## config.mk

```make
export PLATFORM = sky130hd
export DESIGN_NAME = bus_arbiter
export DESIGN_NICKNAME = d
export VERILOG_FILES = /design/src/rtl/bus_pkg.sv /design/src/rtl/bus_arb_rr_pick.sv /design/src/rtl/bus_arbiter.sv
export SDC_FILE = /design/constraint.sdc
export NUM_CORES = 1
export LEC_CHECK = 0
export ABC_CLOCK_PERIOD_IN_PS = 3000
export CAP_MARGIN = 20
export CORE_MARGIN = 5
export CORE_UTILIZATION = 55
export CTS_BUF_LIST = sky130_fd_sc_hd__clkbuf_8
export CTS_CLUSTER_DIAMETER = 80
export DETAILED_ROUTE_END_ITERATION = 16
export PLACE_DENSITY = 0.82
export SYNTH_ARGS = -nofsm -noshare
export SYNTH_HDL_FRONTEND = slang
export SYNTH_SLANG_ARGS = --single-unit
```

## constraint.sdc

```tcl
create_clock -name clk_i -period 3 [get_ports clk_i]
set_input_delay 0.9 -clock clk_i [delete_from_list [all_inputs] [get_ports clk_i]]
set_output_delay 0.9 -clock clk_i [all_outputs]
set_load 0.05 [all_outputs]
```

## src/rtl/bus_pkg.sv

```systemverilog
// Shared bus-fabric definitions: master count limit, arbiter state type, master index type.
package bus_pkg;

    localparam int unsigned MASTER_NUM_MAX = 8;
    localparam int unsigned MASTER_IDX_W   = $clog2(MASTER_NUM_MAX);

    typedef enum logic {
        IDLE  = 1'b0,
        OWNED = 1'b1
    } arb_state_t;

    typedef logic [MASTER_IDX_W-1:0] master_idx_t;

endpackage

```

## src/rtl/bus_arb_rr_pick.sv

```systemverilog
// Combinational round-robin picker: first requester scanning cyclically from i_last+1.
module bus_arb_rr_pick #(
    parameter int unsigned MASTER_NUM = 4,
    parameter int unsigned IDX_W      = $clog2(MASTER_NUM)
) (
    input  logic [MASTER_NUM-1:0] i_req,
    input  logic [IDX_W-1:0]      i_last,
    output logic [IDX_W-1:0]      o_winner,
    output logic                  o_valid
);

    // Scan i_last+1 .. i_last+MASTER_NUM (mod MASTER_NUM); the last owner is checked last.
    always_comb begin
        int unsigned v_idx;
        o_winner = '0;
        o_valid  = 1'b0;
        v_idx    = 0;
        for (int unsigned k = 1; k <= MASTER_NUM; k++) begin
            v_idx = 32'(i_last) + k;
            if (v_idx >= MASTER_NUM) begin
                v_idx = v_idx - MASTER_NUM;
            end
            if (!o_valid && i_req[IDX_W'(v_idx)]) begin
                o_winner = IDX_W'(v_idx);
                o_valid  = 1'b1;
            end
        end
    end

endmodule

```

## src/rtl/bus_arbiter.sv

```systemverilog
// Round-robin bus arbiter with registered one-hot grant and optional hold limit.
module bus_arbiter
    import bus_pkg::*;
#(
    parameter int unsigned MASTER_NUM = 4,
    parameter int unsigned MAX_HOLD   = 16
) (
    input  logic                          clk_i,
    input  logic                          rst_n_i,
    input  logic [MASTER_NUM-1:0]         m_req_i,
    output logic [MASTER_NUM-1:0]         m_grant_o,
    output logic [$clog2(MASTER_NUM)-1:0] owner_o,
    output logic                          busy_o
);

    localparam int unsigned           OWN_W    = $clog2(MASTER_NUM);
    localparam int unsigned           HOLD_W   = (MAX_HOLD > 0) ? $clog2(MAX_HOLD + 1) : 1;
    localparam logic [HOLD_W-1:0]     HOLD_MAX = HOLD_W'(MAX_HOLD);
    localparam logic [MASTER_NUM-1:0] ONE      = MASTER_NUM'(1);

    arb_state_t            r_state, w_state_nxt;
    logic [MASTER_NUM-1:0] r_grant, w_grant_nxt;
    logic [OWN_W-1:0]      r_owner, w_owner_nxt;
    logic [HOLD_W-1:0]     r_hold, w_hold_nxt, w_hold_now;
    logic                  r_busy, w_busy_nxt;
    logic [MASTER_NUM-1:0] w_owner_mask;
    logic [MASTER_NUM-1:0] w_pick_req;
    logic [OWN_W-1:0]      w_win;
    logic                  w_win_vld;

    assign w_owner_mask = ONE << r_owner;

    // While owned, the owner is masked out so only other masters can win the handover.
    always_comb begin
        w_pick_req = (r_state == OWNED) ? (m_req_i & ~w_owner_mask) : m_req_i;
    end

    // Owned-cycle count including the current cycle, saturating at the limit; r_hold
    // holds the count of completed cycles, so the limit trips after exactly MAX_HOLD cycles.
    always_comb begin
        w_hold_now = (r_hold == HOLD_MAX) ? r_hold : r_hold + 1'b1;
    end

    bus_arb_rr_pick #(
        .MASTER_NUM (MASTER_NUM)
    ) u_rr_pick (
        .i_req    (w_pick_req),
        .i_last   (r_owner),
        .o_winner (w_win),
        .o_valid  (w_win_vld)
    );

    // Next-state and next-output logic for the IDLE/OWNED arbiter.
    always_comb begin
        w_state_nxt = r_state;
        w_grant_nxt = r_grant;
        w_owner_nxt = r_owner;
        w_hold_nxt  = r_hold;
        w_busy_nxt  = r_busy;
        case (r_state)
            IDLE: begin
                if (w_win_vld) begin
                    w_state_nxt = OWNED;
                    w_grant_nxt = ONE << w_win;
                    w_owner_nxt = w_win;
                    w_hold_nxt  = '0;
                    w_busy_nxt  = 1'b1;
                end
            end
            OWNED: begin
                if (!m_req_i[r_owner]) begin
                    if (w_win_vld) begin
                        w_grant_nxt = ONE << w_win;
                        w_owner_nxt = w_win;
                        w_hold_nxt  = '0;
                    end else begin
                        w_state_nxt = IDLE;
                        w_grant_nxt = '0;
                        w_hold_nxt  = '0;
                        w_busy_nxt  = 1'b0;
                    end
                end else if ((MAX_HOLD > 0) && (w_hold_now == HOLD_MAX) && w_win_vld) begin
                    w_grant_nxt = ONE << w_win;
                    w_owner_nxt = w_win;
                    w_hold_nxt  = '0;
                end else begin
                    w_hold_nxt = w_hold_now;
                end
            end
            default: begin
                w_state_nxt = IDLE;
                w_grant_nxt = '0;
                w_hold_nxt  = '0;
                w_busy_nxt  = 1'b0;
            end
        endcase
    end

    // State and output registers; reset drops the grant immediately and favours master 0 next.
    always_ff @(posedge clk_i or negedge rst_n_i) begin
        if (!rst_n_i) begin
            r_state <= IDLE;
            r_grant <= '0;
            r_owner <= OWN_W'(MASTER_NUM - 1);
            r_hold  <= '0;
            r_busy  <= 1'b0;
        end else begin
            r_state <= w_state_nxt;
            r_grant <= w_grant_nxt;
            r_owner <= w_owner_nxt;
            r_hold  <= w_hold_nxt;
            r_busy  <= w_busy_nxt;
        end
    end

    assign m_grant_o = r_grant;
    assign owner_o   = r_owner;
    assign busy_o    = r_busy;

endmodule

```

Yosys cells after proc, flatten, opt, wreduce, memory -nomap -nowiden
Index checks and enable logic that the tools add are counted.
- shift operators: 2
- reductions and logical operators: 9
- $lt $le $gt $ge: 9
- add/subtract/negate cells: 9
- equality and inequality tests: 6
- bitwise logic cells: 3
- multiplexer cells: 44
- operator list (kind ; count):
    $mux W2 ; 11
    $mux W4 ; 5
    $mux W5 ; 4
    $lt A2 B3 Y1 const B ; 5
    $mux W1 ; 14
    $bmux W1 S2 ; 5
    $eq A5 B5 Y1 const B ; 2
    $pmux W5 S2 ; 1
    $ge A3 B3 Y1 const B ; 3
    $pmux W4 S2 ; 1
    $shl A1 B2 Y4 const A ; 2
    $sub A2 B1 Y2 const B ; 4
    $add A2 B2 Y3 const B ; 2
    $ne A2 B2 Y1 const B ; 3
    $add A5 B1 Y5 const B ; 1
    $add A2 B3 Y4 const B ; 1
    $and A4 B4 Y4 ; 1
    $ge A4 B3 Y1 const B ; 1
    $logic_and A1 B1 Y1 ; 4
    $not A4 Y4 ; 1
    $pmux W1 S2 ; 2
    $pmux W2 S2 ; 1
    $add A2 B1 Y3 const B ; 1
    $logic_not A1 Y1 ; 3
    other kinds (4) ; 4
- flip-flop bits (word level): 13
- output and inout bits: 7
- logic and storage cells: 87
- input port bits: 6

Logic depth before layout (Yosys ltp)
Gate-level depths: netlist of run 1.
- word-level depth: 20
- mapped depth: 8

Hierarchy
Synthesis of run 1 repeated with hierarchy kept, for this count alone.
- cells, all modules: 112
- area total of the unflattened synthesis: 1034.7 µm²
- by module, submodules not included (module ; area an instance (µm²) ; times used ; seq. area each (µm²) ; cells each):
    bus_arbiter ; 943.4 ; 1 ; 327.8 ; 98
    bus_arb_rr_pick ; 91.3 ; 1 ; 0.0 ; 14

Worst setup path after synthesis of run 1
Ideal clock, no wire load.
- path type: reg-to-reg
- start point: register r_owner[0] (netlist: owner_o[0])
- end point: register r_grant[1] (netlist: m_grant_o[1])
- arrival time: 2.395 ns
- library setup time: 0.095 ns
- cell stages (with the launch flop): 9
- setup slack: 0.509 ns
- cells stage by stage: dfstp_2 > inv_1 > ha_1 > buf_2 > mux2_2 > a21oi_1 > o31ai_1 > a211o_1 > o32ai_2
- longest elaborated chain between the ends: 20
- elaborated cells on any way between the ends: 54
- ends and longest elaborated chain (item ; line ; source):
    start: declaration ; bus_arbiter.sv:23 ; logic [OWN_W-1:0] r_owner, w_owner_nxt;
    start signal: assignment ; bus_arbiter.sv:104 ; r_owner <= OWN_W'(MASTER_NUM - 1);
    start signal: assignment ; bus_arbiter.sv:110 ; r_owner <= w_owner_nxt;
    branches (longest 20 deep; another with $add A2 B1 Y3) ; -- ;
    end signal: assignment ; bus_arbiter.sv:109 ; r_grant <= w_grant_nxt;
    end: declaration ; bus_arbiter.sv:22 ; logic [MASTER_NUM-1:0] r_grant, w_grant_nxt;
Several ways; the timed one is not identified. The select of a mux whose other input is x is not followed.
A chain may end at the register's enable or synchronous reset.

Final worst setup path of run 1
- start point: register r_owner[0] (netlist: owner_o[0])
- end point: output owner_o[0]
- RTL lines (item ; line ; source):
    end: declaration ; bus_arbiter.sv:12 ; output logic [$clog2(MASTER_NUM)-1:0] owner_o,
No word-level cell between the ends.

==> results of run 1 <==
power breakdown:
part           total (mW)  switching [mW]  internal (mW)
registers           0.340          0.0943          0.245
logic               0.995           0.592          0.403
clock network       0.156          0.0643         0.0918
total                1.49           0.751          0.740
cell type report:
cell class	instances	area [sq um]	share of cell area, %
Timing Repair Buffer	15	142.6	10.73
Sequential cell	13	327.8	24.67
Clock buffer	3	41.29	3.107
Multi-Input combinational cell	94	740.7	55.74
Tap cell	27	33.78	2.542
Clock inverter	1	5.005	0.3766
Inverter	10	37.54	2.825
cells in the mapped netlist, types with 3 or more instances:
cell                        n  area share, %
sky130_fd_sc_hd__dfrtp_1   11             24
sky130_fd_sc_hd__nand2_1   11            3.6
sky130_fd_sc_hd__inv_1     10            3.3
sky130_fd_sc_hd__nor2_1     9            2.9
sky130_fd_sc_hd__mux2i_1    7            6.1
sky130_fd_sc_hd__o21ai_0    7            3.0
sky130_fd_sc_hd__ha_1       6            6.5
sky130_fd_sc_hd__nor3_1     5            2.2
sky130_fd_sc_hd__a211o_1    4            3.0
sky130_fd_sc_hd__a211oi_1   3            2.0
sky130_fd_sc_hd__a21oi_1    3            1.3
sky130_fd_sc_hd__nand3_1    3            1.3
sky130_fd_sc_hd__o32ai_1    3            2.3
how the worst max path moves through the flow:
stage | start | to | slack, ns | depth (start not counted)
6_report | owner_o[0]$_DFFE_PN1P_ | owner_o[0] | 0.34 | 1
4_1_cts | owner_o[0]$_DFFE_PN1P_ | owner_o[0] | 0.33 | 1
2_1_floorplan | owner_o[0]$_DFFE_PN1P_ | m_grant_o[1]$_DFFE_PN0P_ | 0.51 | 8
3_3_place_gp | m_req_i[0] | m_grant_o[3]$_DFFE_PN0P_ | 0.19 | 6
3_5_place_dp | m_req_i[0] | m_grant_o[2]$_DFFE_PN0P_ | 0.11 | 6
5_1_grt | owner_o[0]$_DFFE_PN1P_ | owner_o[0] | 0.27 | 1
per-stage QoR:
stage	setup WS (ns)	cells	hold WS [ns]	util, %	instance area (sq um)
after floorplan	0.5090	123	0.5386	-	1152
after global placement	0.1874	159	0.5038	64.71	1282
after detailed placement	0.1141	159	0.5186	64.71	1282
after CTS	0.3267	163	0.5368	67.05	1329
after global routing	0.2673	163	0.5522	67.05	1329
final	0.3410	163	0.5325	67.05	1329
placed cells by master, fill, tap and decap left out, types with 2 or more instances in the layout:
master	instances
sky130_fd_sc_hd__clkbuf_8	3
sky130_fd_sc_hd__nor2_1	9
sky130_fd_sc_hd__buf_4	3
sky130_fd_sc_hd__a211oi_1	3
sky130_fd_sc_hd__mux2_2	2
sky130_fd_sc_hd__nand3_1	3
sky130_fd_sc_hd__nor3_1	5
sky130_fd_sc_hd__o21ai_0	7
sky130_fd_sc_hd__nor3_2	2
sky130_fd_sc_hd__o32ai_1	3
sky130_fd_sc_hd__ha_1	6
sky130_fd_sc_hd__mux2i_1	7
sky130_fd_sc_hd__a211o_1	4
sky130_fd_sc_hd__nand2_1	11
sky130_fd_sc_hd__dfrtp_1	11
sky130_fd_sc_hd__dfstp_2	2
sky130_fd_sc_hd__inv_1	10
sky130_fd_sc_hd__a21oi_1	3
sky130_fd_sc_hd__clkdlybuf4s50_1	12
layer usage:
layer	vias up	GRT usage, %	part of all wire (%)
met4	0	5.208	1.1
li1	487	-	-
met3	5	4.640	3.2
met1	463	22.73	46
met5	-	0	0
met2	15	28.55	50
registers in the layout, indices dropped and copies added, names as in the netlist:
register,count
busy_o,1
m_grant_o,4
owner_o,2
r_hold,5
r_state,1
cell families after synthesis:
group	after synthesis	synth area share [%]
multiplexers	10	9.989
AND/OR/NAND/NOR	44	22.69
flip-flops	13	28.45
AO/OA/AOI/OAI	32	23.56
buffers and inverters	16	7.274
XOR/XNOR	2	1.520
adder cells (fa/ha/maj)	6	6.514
==> metrics.json, run 1 <==
{
  "outcome": {"value": "finished, final reports clean"},
  "hold-path-endpoint": {"value": "m_grant_o[3]$_DFFE_PN0P_"},
  "first_global_vias": {"value": 951},
  "required": {"value": 2.10, "unit": "ns"},
  "power_leakage": {"value": 0.5697, "unit": "nW"},
  "numClockSinks": {"value": 13},
  "post_cts_buffers": {"value": 0},
  "globalRouteTotalUtil": {"value": 17.58, "unit": "%"},
  "core_area": {"value": 1982, "unit": "sq um"},
  "route.detailed.wl_per_inst": {"value": 15.84, "unit": "um"},
  "initial_cell_density_of_the_core": {"value": 58.14, "unit": "%"},
  "io_pins": {"value": 13},
  "worstPathBufferInverterCount": {"value": 1},
  "netlist_area": {"value": 1152, "unit": "sq um"},
  "setup.reg_to_reg.worst_slack": {"value": 0.44, "unit": "ns"},
  "slew_violations": {"value": 0},
  "hold_buffers": {"value": 0},
  "worstSkewPairLatency": {"value": 0.24, "unit": "ns"},
  "critical_path.cell_chain": {"value": "clkdlybuf4s50_1"},
  "postSynthNetCount": {"value": 135},
  "overflow": {"value": 0},
  "drt-total-wl": {"value": 2.582, "unit": "mm"},
  "filler_cell_count": {"value": 160},
  "gp_routability_congestion": {"value": 0.8527},
  "layout-drive-gt1-share": {"value": 17.65, "unit": "%"},
  "slowest_stage": {"value": "sky130_fd_sc_hd__clkdlybuf4s50_1"},
  "first_pass_iters": {"value": 4},
  "holdPathStages": {"value": 2},
  "worst-slew-pin-transition": {"value": 0.5901, "unit": "ns"},
  "finalHoldViolations": {"value": 0},
  "startpoint_type": {"value": "flip-flop"},
  "synth.yosys.warnings": {"value": 0},
  "synth.avg_cell_area": {"value": 9.369, "unit": "sq um"},
  "floorplan.die.width": {"value": 55.78, "unit": "um"},
  "slew_headroom": {"value": 60.54, "unit": "%"},
  "cts-buffers-inserted": {"value": 3},
  "route.detailed.drc": {"value": 0},
  "cpPeakStageDelay": {"value": 0.85, "unit": "ns"},
  "yosys_most_used_dff": {"value": "sky130_fd_sc_hd__dfrtp_1"},
  "worst_hold_path_type": {"value": "reg -> reg"},
  "nNetsFinal": {"value": 149},
  "total_power_density_per_cell_area": {"value": 1122, "unit": "nW/um^2"},
  "asyncSetResetFlopFracSynth": {"value": 100.0, "unit": "%"},
  "synthCells": {"value": 123},
  "beginning_of_the_worst_hold_path": {"value": "m_grant_o[3]$_DFFE_PN0P_"},
  "reg2reg_to": {"value": "m_grant_o[1]$_DFFE_PN0P_"},
  "synth.lib_cells_used.distinct": {"value": 49},
  "power": {"value": 1.490, "unit": "mW"},
  "yosys_register_bits": {"value": 13},
  "grt_first_pass_wirelength": {"value": 4.402, "unit": "mm"},
  "count_of_flip_flops_with_a_built_in_enable_after_synthesis": {"value": 0},
  "vias": {"value": 970},
  "cap_viol_max_count": {"value": 0},
  "clock_path_buffers": {"value": 2},
  "synth.yosys.seq_area_share": {"value": 28.45, "unit": "%"},
  "tritoncts_clock_tree": {"value": "yes"},
  "numPortBuffers": {"value": 12},
  "crit_arrival": {"value": 1.76, "unit": "ns"},
  "critPathTopFamily": {"value": "buffers and inverters"},
  "critical_path_peak_fanout": {"value": 12},
  "clock-root-buffer": {"value": "sky130_fd_sc_hd__clkbuf_8"},
  "num_rows": {"value": 16},
  "maximum_number_of_pins_on_one_net_before_global_route_repair": {"value": 14},
  "final.setup_skew": {"value": 0.002397, "unit": "ns"},
  "ir_drop": {"value": 0.0007659, "unit": "V"},
  "rsz0062_at_grt": {"value": "false"},
  "rr_startpoint": {"value": "owner_o[0]$_DFFE_PN1P_"},
  "timing.final.crit_share": {"value": 88.63, "unit": "%"},
  "cts_htree_levels": {"value": 1},
  "layout_min_cycle_time": {"value": 2.659, "unit": "ns"},
  "path_class": {"value": "reg -> out"},
  "count_of_inserted_antenna_diode_cells": {"value": 0},
  "worst_setup_hold_path_clk_slew": {"value": 0.06, "unit": "ns"},
  "chipHeight": {"value": 55.78, "unit": "um"},
  "dp_hpwl": {"value": 1.952, "unit": "mm"},
  "drt-initial-drc-count": {"value": 18},
  "timing.final.setup_violations": {"value": 0},
  "avgViaCountPerCell": {"value": 5.951},
  "achievable-frequency": {"value": 376.1, "unit": "MHz"},
  "number_of_antenna_violations_at_the_first_check_in_global_routing": {"value": 0},
  "tns": {"value": 0, "unit": "ns"},
  "drtAntennaViolNets": {"value": 0},
  "cts_resized": {"value": 0},
  "endpoint_kind": {"value": "output pin"},
  "area_delta_synth_final": {"value": 15.31, "unit": "%"},
  "floorplan.die_area": {"value": 3111, "unit": "sq um"},
  "reg2regPathDepth": {"value": 7}
}
Note: power is estimated with default switching activity, not from simulation.
==> run 2: changes to the inputs <==
ABC_AREA = 0   (was default)
==> results of run 2 <==
Same layout as run 1: the final DEF is identical, and so are final timing and power.
